<file path="config.mk">
export PLATFORM = sky130hd
export DESIGN_NAME = lfsr_rand_gen
export DESIGN_NICKNAME = d
export VERILOG_FILES = /design/src/rtl/lfsr_rand_pkg.sv /design/src/rtl/lfsr_core.sv /design/src/rtl/lfsr_rand_gen.sv
export SDC_FILE = /design/constraint.sdc
export NUM_CORES = 1
export LEC_CHECK = 0
export BUFFER_PORTS_ARGS = -buffer_cell sky130_fd_sc_hd__buf_2
export CELL_PAD_IN_SITES_DETAIL_PLACEMENT = 0
export CELL_PAD_IN_SITES_GLOBAL_PLACEMENT = 1
export CORE_MARGIN = 1
export CORE_UTILIZATION = 39
export CTS_CLUSTER_DIAMETER = 30
export DETAILED_ROUTE_END_ITERATION = 6
export PLACE_DENSITY = 0.77
export RECOVER_POWER = 50
export SYNTH_ARGS = -nofsm -noshare
export SYNTH_HDL_FRONTEND = slang
export SYNTH_SLANG_ARGS = --single-unit
</file>
<file path="constraint.sdc">
create_clock -name clk -period 2.1 [get_ports clk]
set_input_delay 0.315 -clock clk [delete_from_list [all_inputs] [get_ports clk]]
set_output_delay 0.315 -clock clk [all_outputs]
set_load 0.05 [all_outputs]
</file>
<file path="src/rtl/lfsr_rand_pkg.sv">
// lfsr_rand_pkg
//   Shared types and constants for the lfsr_rand_gen random source.
//   - state_t      : draw FSM states (IDLE, DIV, HOLD)
//   - tap_mask()   : Fibonacci feedback tap mask for a supported LFSR width
//   - DEFAULT_SEED : power-on LFSR value used when no seed is supplied
package lfsr_rand_pkg;

  typedef enum logic [1:0] {
    IDLE = 2'd0,
    DIV  = 2'd1,
    HOLD = 2'd2
  } state_t;

  localparam logic [63:0] DEFAULT_SEED = 64'h1;

  // Tap bits are 0-based positions folded into the feedback XOR.
  // Unsupported widths return an all-zero mask; the top rejects them.
  function automatic logic [63:0] tap_mask(input int width);
    case (width)
      16:      return 64'h0000_0000_0000_D008;  // 15,14,12,3
      32:      return 64'h0000_0000_8020_0003;  // 31,21,1,0
      64:      return 64'hD800_0000_0000_0000;  // 63,62,60,59
      default: return 64'h0;
    endcase
  endfunction

endpackage

</file>
<file path="src/rtl/lfsr_core.sv">
// lfsr_core
//   Free-running Fibonacci LFSR with runtime reseed.
//   Ports:
//     clk       in   clock, all logic on posedge
//     rst_n     in   asynchronous active-low reset, loads RESET_SEED
//     seed_load in   replace the register with seed this cycle
//     seed      in   reseed value (zero is mapped to RESET_SEED)
//     x         out  current LFSR value
module lfsr_core
  import lfsr_rand_pkg::*;
#(
  parameter int                LFSR_W     = 32,
  parameter logic [LFSR_W-1:0] RESET_SEED = LFSR_W'(DEFAULT_SEED)
) (
  input  logic              clk,
  input  logic              rst_n,
  input  logic              seed_load,
  input  logic [LFSR_W-1:0] seed,
  output logic [LFSR_W-1:0] x
);

  localparam logic [LFSR_W-1:0] TAPS = LFSR_W'(tap_mask(LFSR_W));

  logic fb;

  assign fb = ^(x & TAPS);

  // A zero seed would lock the register at zero forever, so it is
  // replaced by RESET_SEED. Reseed takes priority over stepping.
  always_ff @(posedge clk or negedge rst_n) begin
    if (!rst_n) begin
      x <= RESET_SEED;
    end else if (seed_load) begin
      x <= (seed == '0) ? RESET_SEED : seed;
    end else begin
      x <= {x[LFSR_W-2:0], fb};
    end
  end

endmodule

</file>
<file path="src/rtl/lfsr_rand_gen.sv">
// lfsr_rand_gen
//   Pseudo-random number source: draws RAW_W low bits of a free-running
//   LFSR on request and reduces them modulo a requested range with a
//   bit-serial restoring divider.
//   Ports:
//     clk, rst_n          clock / asynchronous active-low reset
//     seed_load, seed     runtime reseed of the LFSR
//     req_valid/req_ready request handshake; range sampled on accept
//     out_valid/out_ready result handshake
//     out_data            raw % range (zero when range was 0)
//     range_err           qualifies out_data: the request had range == 0
//   Optional feature: define LFSR_RAND_FASTPATH_EN to answer power-of-two
//   ranges with a mask in one clock instead of the full divide.
module lfsr_rand_gen
  import lfsr_rand_pkg::*;
#(
  parameter int                LFSR_W     = 32,
  parameter int                RAW_W      = 16,
  parameter int                RANGE_W    = 11,
  parameter int                OUT_W      = 11,
  parameter logic [LFSR_W-1:0] RESET_SEED = LFSR_W'(DEFAULT_SEED)
) (
  input  logic               clk,
  input  logic               rst_n,
  input  logic               seed_load,
  input  logic [LFSR_W-1:0]  seed,
  input  logic               req_valid,
  output logic               req_ready,
  input  logic [RANGE_W-1:0] range,
  output logic               out_valid,
  input  logic               out_ready,
  output logic [OUT_W-1:0]   out_data,
  output logic               range_err
);

  localparam int CNT_W = $clog2(RAW_W + 1);

  if (LFSR_W != 16 && LFSR_W != 32 && LFSR_W != 64) begin : g_bad_lfsr_w
    $error("lfsr_rand_gen: LFSR_W must be 16, 32 or 64");
  end
  if (RAW_W > LFSR_W) begin : g_bad_raw_w
    $error("lfsr_rand_gen: RAW_W must not exceed LFSR_W");
  end
  if (OUT_W < RANGE_W) begin : g_bad_out_w
    $error("lfsr_rand_gen: OUT_W must be at least RANGE_W");
  end
  if (RESET_SEED == '0) begin : g_bad_seed
    $error("lfsr_rand_gen: RESET_SEED must be nonzero");
  end

  logic [LFSR_W-1:0]  lfsr_x;
  logic               unused_lfsr;

  state_t             state_q, state_d;
  logic [RAW_W-1:0]   raw_q, raw_d;
  logic [RANGE_W-1:0] range_q, range_d;
  logic [RANGE_W-1:0] rem_q, rem_d;
  logic [CNT_W-1:0]   cnt_q, cnt_d;
  logic               err_q, err_d;
  logic [RANGE_W:0]   rem_shift;

  lfsr_core #(
    .LFSR_W     (LFSR_W),
    .RESET_SEED (RESET_SEED)
  ) u_core (
    .clk       (clk),
    .rst_n     (rst_n),
    .seed_load (seed_load),
    .seed      (seed),
    .x         (lfsr_x)
  );

  // Only the low RAW_W bits feed a draw; the rest is deliberately unused.
  assign unused_lfsr = ^lfsr_x;

  always_ff @(posedge clk or negedge rst_n) begin
    if (!rst_n) begin
      state_q <= IDLE;
      raw_q   <= '0;
      range_q <= '0;
      rem_q   <= '0;
      cnt_q   <= '0;
      err_q   <= 1'b0;
    end else begin
      state_q <= state_d;
      raw_q   <= raw_d;
      range_q <= range_d;
      rem_q   <= rem_d;
      cnt_q   <= cnt_d;
      err_q   <= err_d;
    end
  end

  // The stored remainder is always below range, so RANGE_W bits suffice;
  // only the shifted working value needs the extra bit. cnt holds the
  // number of raw bits still to be consumed; the step that consumes the
  // last one also moves to HOLD, giving RAW_W+1 clocks of latency.
  always_comb begin
    state_d   = state_q;
    raw_d     = raw_q;
    range_d   = range_q;
    rem_d     = rem_q;
    cnt_d     = cnt_q;
    err_d     = err_q;
    rem_shift = '0;

    unique case (state_q)
      IDLE: begin
        if (req_valid) begin
          raw_d   = lfsr_x[RAW_W-1:0];
          range_d = range;
          rem_d   = '0;
          cnt_d   = CNT_W'(RAW_W);
          if (range == '0) begin
            err_d   = 1'b1;
            state_d = HOLD;
          end
`ifdef LFSR_RAND_FASTPATH_EN
          else if ((range & (range - RANGE_W'(1))) == '0) begin
            err_d   = 1'b0;
            rem_d   = RANGE_W'(lfsr_x[RAW_W-1:0]) & (range - RANGE_W'(1));
            state_d = HOLD;
          end
`endif
          else begin
            err_d   = 1'b0;
            state_d = DIV;
          end
        end
      end

      DIV: begin
        rem_shift = {rem_q, raw_q[RAW_W-1]};
        if (rem_shift >= {1'b0, range_q}) begin
          rem_d = RANGE_W'(rem_shift - {1'b0, range_q});
        end else begin
          rem_d = rem_shift[RANGE_W-1:0];
        end
        raw_d = raw_q << 1;
        cnt_d = cnt_q - CNT_W'(1);
        if (cnt_q == CNT_W'(1)) begin
          state_d = HOLD;
        end
      end

      HOLD: begin
        if (out_ready) begin
          state_d = IDLE;
        end
      end

      default: state_d = IDLE;
    endcase
  end

  // req_ready is qualified by rst_n so the block never advertises
  // readiness while it is held in reset.
  always_comb begin
    req_ready = 1'b0;
    out_valid = 1'b0;
    out_data  = '0;
    range_err = 1'b0;
    if (state_q == IDLE) begin
      req_ready = rst_n;
    end
    if (state_q == HOLD) begin
      out_valid = 1'b1;
      out_data  = OUT_W'(rem_q);
      range_err = err_q;
    end
  end

endmodule
</file>
Word-level counts from Yosys, hierarchy flattened
Index checks and enable logic that the tools add are counted.
- register bits after elaboration: 78
- bits in latches: 0
- memory bits (writable): 0
- bits in read-only memories: 0
- bits of input ports: 48
- output and inout port bits: 14
- word-level logic and storage cells: 43
- memories kept: 0
- add/sub/neg operators: 2
- multipliers: 0
- divide/modulo/power cells: 0
- order comparisons: 1
- eq/ne operators: 6
- shift-type cells: 0
- muxes and demuxes: 19
- bitwise operators: 0
- reduce and logical (&&, ||, !) cells: 8
- operator list (operator ; count):
    $mux 32 ; 2
    $mux 11 ; 3
    $logic_not 32->1 ; 1
    $pmux 16 s2 ; 1
    $reduce_xor 32->1 ; 1
    $pmux 11 s2 ; 1
    $mux 16 ; 1
    $ge 12x11->1 ; 1
    $logic_not 11->1 ; 1
    $sub 11x11->11 ; 1
    $pmux 5 s2 ; 1
    $mux 2 ; 4
    $ne 2x2->1 const B ; 3
    $pmux 2 s3 ; 1
    $eq 5x1->1 const B ; 1
    $mux 5 ; 1
    $sub 5x1->5 const B ; 1
    $mux 1 ; 4
    $reduce_and 2->1 ; 2
    $reduce_and 3->1 ; 1
    $eq 2x1->1 const B ; 1
    $eq 2x2->1 const B ; 1
    $logic_not 2->1 ; 1
    $reduce_bool 2->1 ; 1

Longest topological paths before layout
- word-level depth: 4
- mapped depth: 11
- mapped depth without buffers: 10

By module
Synthesis repeated with hierarchy kept, for this count alone.
- cells, all modules: 386
- area total of the unflattened synthesis: 4053.9 sq um
- modules (own cells, without submodules) (module ; times used ; cells each ; area each (sq um)):
    lfsr_rand_gen ; 1 ; 303 ; 2718.9
    lfsr_core ; 1 ; 83 ; 1335.0

Least setup slack after synthesis
No wires, ideal clock.
- path type: register -> output
- from: register state_q[1]
- to: output out_data[0]
- arrival: 1.903 ns
- required time: 1.785 ns
- slack: -0.118 ns
- cell stages (with the launch flop): 5
- buffers on the path: 2
- cell sequence: dfrtp_1 -> clkbuf_1 -> nor2b_1 -> clkbuf_1 -> and2_1
- word-level cells in the longest chain between the ends: 2
- RTL lines (element ; line ; source):
    start: declaration ; lfsr_rand_gen.sv:54 ; state_t state_q, state_d;
    start signal: assignment ; lfsr_rand_gen.sv:85 ; state_q <= state_d;
    $eq 2x2->1 ; lfsr_rand_gen.sv:166 ; if (state_q == HOLD) begin
    $mux 11 ; lfsr_rand_gen.sv:166 ;
    end: declaration ; lfsr_rand_gen.sv:32 ; output logic [OUT_W-1:0] out_data,
No other way between the ends.

Final worst setup path
- from: register rem_q[8]
- to: register rem_q[3]
- word-level cells in the longest chain between the ends: 3
- RTL lines (element ; line ; source):
    start: declaration ; lfsr_rand_gen.sv:57 ; logic [RANGE_W-1:0] rem_q, rem_d;
    start signal: assignment ; lfsr_rand_gen.sv:88 ; rem_q <= rem_d;
    $ge 12x11->1 ; lfsr_rand_gen.sv:134 ; if (rem_shift >= {1'b0, range_q}) begin
    $mux 11 ; lfsr_rand_gen.sv:134 ;
    $pmux 11 s2 ; lfsr_rand_gen.sv:107 ; unique case (state_q)
No other way between the ends.
A chain may end at the register's enable or synchronous reset.

==> impl_metrics.ini <==
[outcome]
status = finished, violations left
violations = max-capacitance violations, max-slew violations, negative setup slack

[floorplanning]
fp.dieH_microns = 102.8
die_area_sq_um = 10570
rows = 36
core_sq_um = 9819
die_w_microns = 102.8
io-pin-count = 62
start_util_pct = 40.37

[power]
power.density_nw_per_um2 = 1426
pwr-share-clk_pct = 16.1
comb_power_share_pct = 51.9
p_int_w = 0.004115
p_switching_w = 0.002935
seqPwrFrac_pct = 32.0
swShare_pct = 41.63
power.static_leakage_nw = 2.368
peakVddDrop_mv = 0.5440

[setup_path]
crit_type = flip-flop to flip-flop
end_kind = flip-flop
required_ps = 2320
cp_max_fo = 7
worst_setup_path_start_kind = flip-flop
cp.arrival_ps = 2330
rr_worst_depth = 7
ff2ff_setup_slack_ps = -6

[clock_tree]
clk_pin_slew_ps = 100
h-tree-depth = 3
cts_tree = built
holdBufCountCts = 0
cts_buffer_depth = 2
clk_latency_ps = 360
cts_sinks = 78
cts_buffers = 9
root_buffer = clkbuf_8

[detailed_routing]
vias_per_cell = 4.973
dr_wl_met3_microns = 442
drt-pass1-iter-count = 4
drt-wirelength-per-cell_microns = 14.40
drc_errors = 0
detail-route-antenna-nets = 0
met1_length_mm = 4.742
drt_wl_total_mm = 9.679
top_layer_used = met4
dr_total_vias = 3342
first_iter_violations = 194
met2_length_mm = 4.387

[placed_design]
placed_cells = 649
portBuffers = 61
gp_congestion = 0.8026
dp_hpwl_mm = 6.773
post-place-ws_ps = -45.34

[timing]
rsz0062_at_grt = yes
finalHoldViolCount = 0
tightest_slew_ps = 1927
setup_slack_ps = -6.081
skew_ps = 14.91
slew_headroom_pct = -28.50
final.setup.tns_ps = -6.916
period_minus_slack_ps = 2106
period_share_pct = 100.3
fmax_mhz = 474.8
finalSetupViolations = 2
fin_hold_ws_ps = 171.4
slew_violations = 79

[layout]
syn_to_final_growth_pct = 24.68
nets = 596
finalNonFillerCells = 672
fin_util_pct = 50.33
antenna_cells = 0
drive_gt1_share_pct = 24.86

[synth]
synth_top_area_cell = dfrtp_1
syn_nets = 509
synth-async-reset-ratio_pct = 100.0
syn_area_per_cell_sq_um = 8.868
synthCells = 447
synth_ff_type = dfrtp_1
netlist_area_sq_um = 3964
yosysWarningCount = 0
ys_seq_area_share_pct = 49.27
synth-edff-count = 0
yosys.area.top_type_share_pct = 48.61
synthDistinctLibCells = 46
synth_area_leaders = dfrtp_1, o21ai_0, nand2_1, inv_1, ha_1
synth_seq_cells = 78

[global_route]
grt_pass1_wl_mm = 15.64
grt_max_degree = 79
grt_overflow_total = 0
antenna_found_initial = 0
grt_pass1_vias = 3140
grt_util_all_layers_pct = 19.64

[flow_run]
max-cap-violations = 1

[worst_hold_path]
hp-class = primary input to flip-flop
hold_path_depth = 3
## stage by stage
| stage | total power, W | instance area (sq um) |
|---|---|---|
| after global placement | 0.005450 | 4623 |
| after global routing | 0.007574 | 4942 |
| final | 0.007050 | 4942 |
| after detailed placement | 0.005545 | 4623 |
| after CTS | 0.007155 | 4977 |
| after floorplan | 0.004456 | 3991 |
## final timing paths
path                           from           end
max in group asynchronous     rst_n  u_core.x[29]
hold reg to reg            raw_q[8]      raw_q[8]
min in group asynchronous     rst_n    range_q[7]
hold / removal             seed[17]  u_core.x[17]
setup reg to reg           rem_q[8]      rem_q[3]
setup / recovery           rem_q[8]      rem_q[3]
## what timing repair did
action / CTS / global route
pin swaps: 7 / 7
gates cloned: 1 / 0
setup buffers: 6 / 3
setup endpoints to repair: 11 / 13
gates resized for setup: 14 / 5
## worst max-delay path: stages, from the launching register on
cell and delay [ps]:
dfrtp_1 420, ha_4 270, a21o_1 170, a211o_1 340
a211oi_4 330, buf_6 180, mux2i_1 190, o21ai_1 80
## cell type report
type                       instances  area [sq um]
inverter                          48         180.2
fill                             961          4877
tap                              133         166.4
sequential                        78          1953
clock inverter                     6         63.81
multi-input combinational        300          1868
timing repair buffer              97         583.1
clock buffer                      10         127.6
## cell usage after synthesis, types with 2 or more instances
cell type	instances
o21bai_1	3
o21a_1	3
nand2b_1	3
a21o_1	2
nand2_1	73
a31oi_1	3
dfrtp_1	77
nor2_1	22
ha_1	13
mux2_2	3
a32oi_1	5
o21ai_0	67
nor3_1	3
inv_1	48
a21oi_1	23
xnor2_1	7
a22oi_1	3
o21ai_1	4
mux2i_1	5
nor2b_1	7
clkbuf_1	18
nor4_1	11
xor2_1	4
nand4_1	4
and2_1	15
## cells in the final DEF (no fill, tap or decap), types with 3 or more instances in the layout
cell	n
dfrtp_1	77
nand2_1	73
o21ai_0	66
buf_2	60
inv_1	45
buf_4	34
nor2_1	22
a21oi_1	22
and2_1	15
nor4_1	11
clkbuf_8	9
xnor2_1	7
ha_4	7
nor2b_1	6
ha_1	6
o21ai_1	5
mux2i_1	5
a32oi_1	5
nand4_1	4
xor2_1	4
inv_2	3
o21a_1	3
mux2_2	3
nand2b_1	3
nor3_1	3
a22oi_1	3
a31oi_1	3
## power groups by stage
| stage | clock network, W | logic (W) | registers [W] |
|---|---|---|---|
| detailed placement | 0 | 0.00329 | 0.00226 |
| floorplan | 0 | 0.00230 | 0.00216 |
| global route | 0.00122 | 0.00404 | 0.00231 |
| CTS | 0.00115 | 0.00375 | 0.00226 |
| global placement | 0 | 0.00320 | 0.00225 |
| finish | 0.00113 | 0.00366 | 0.00226 |
## metal layers
layer  track usage (%)  vias to the layer above
met4             6.501                        0
met1             28.81                     1594
li1                  -                     1667
met5                 0                        -
met2             29.33                       73
met3             3.525                        8
## state kept, by name, indices dropped and copies added, names as in the netlist
signal and cells:
raw_q 16, rem_q 11, u_core.x 32, range_q 11, state_q 2, err_q 1
cnt_q 5
## cells by family (layout without fill, tap and decap cells)
group | Yosys count | count (layout) | synth area share [%]
AO/OA/AOI/OAI | 124 | 124 | 18.06
XOR/XNOR | 11 | 11 | 2.430
adder cells (fa/ha/maj) | 14 | 14 | 4.609
buffers and inverters | 69 | 161 | 6.818
flip-flops | 78 | 78 | 49.27
multiplexers | 8 | 8 | 2.115
AND/OR/NAND/NOR | 143 | 143 | 16.70
Note: power is estimated with default switching activity, not from simulation.
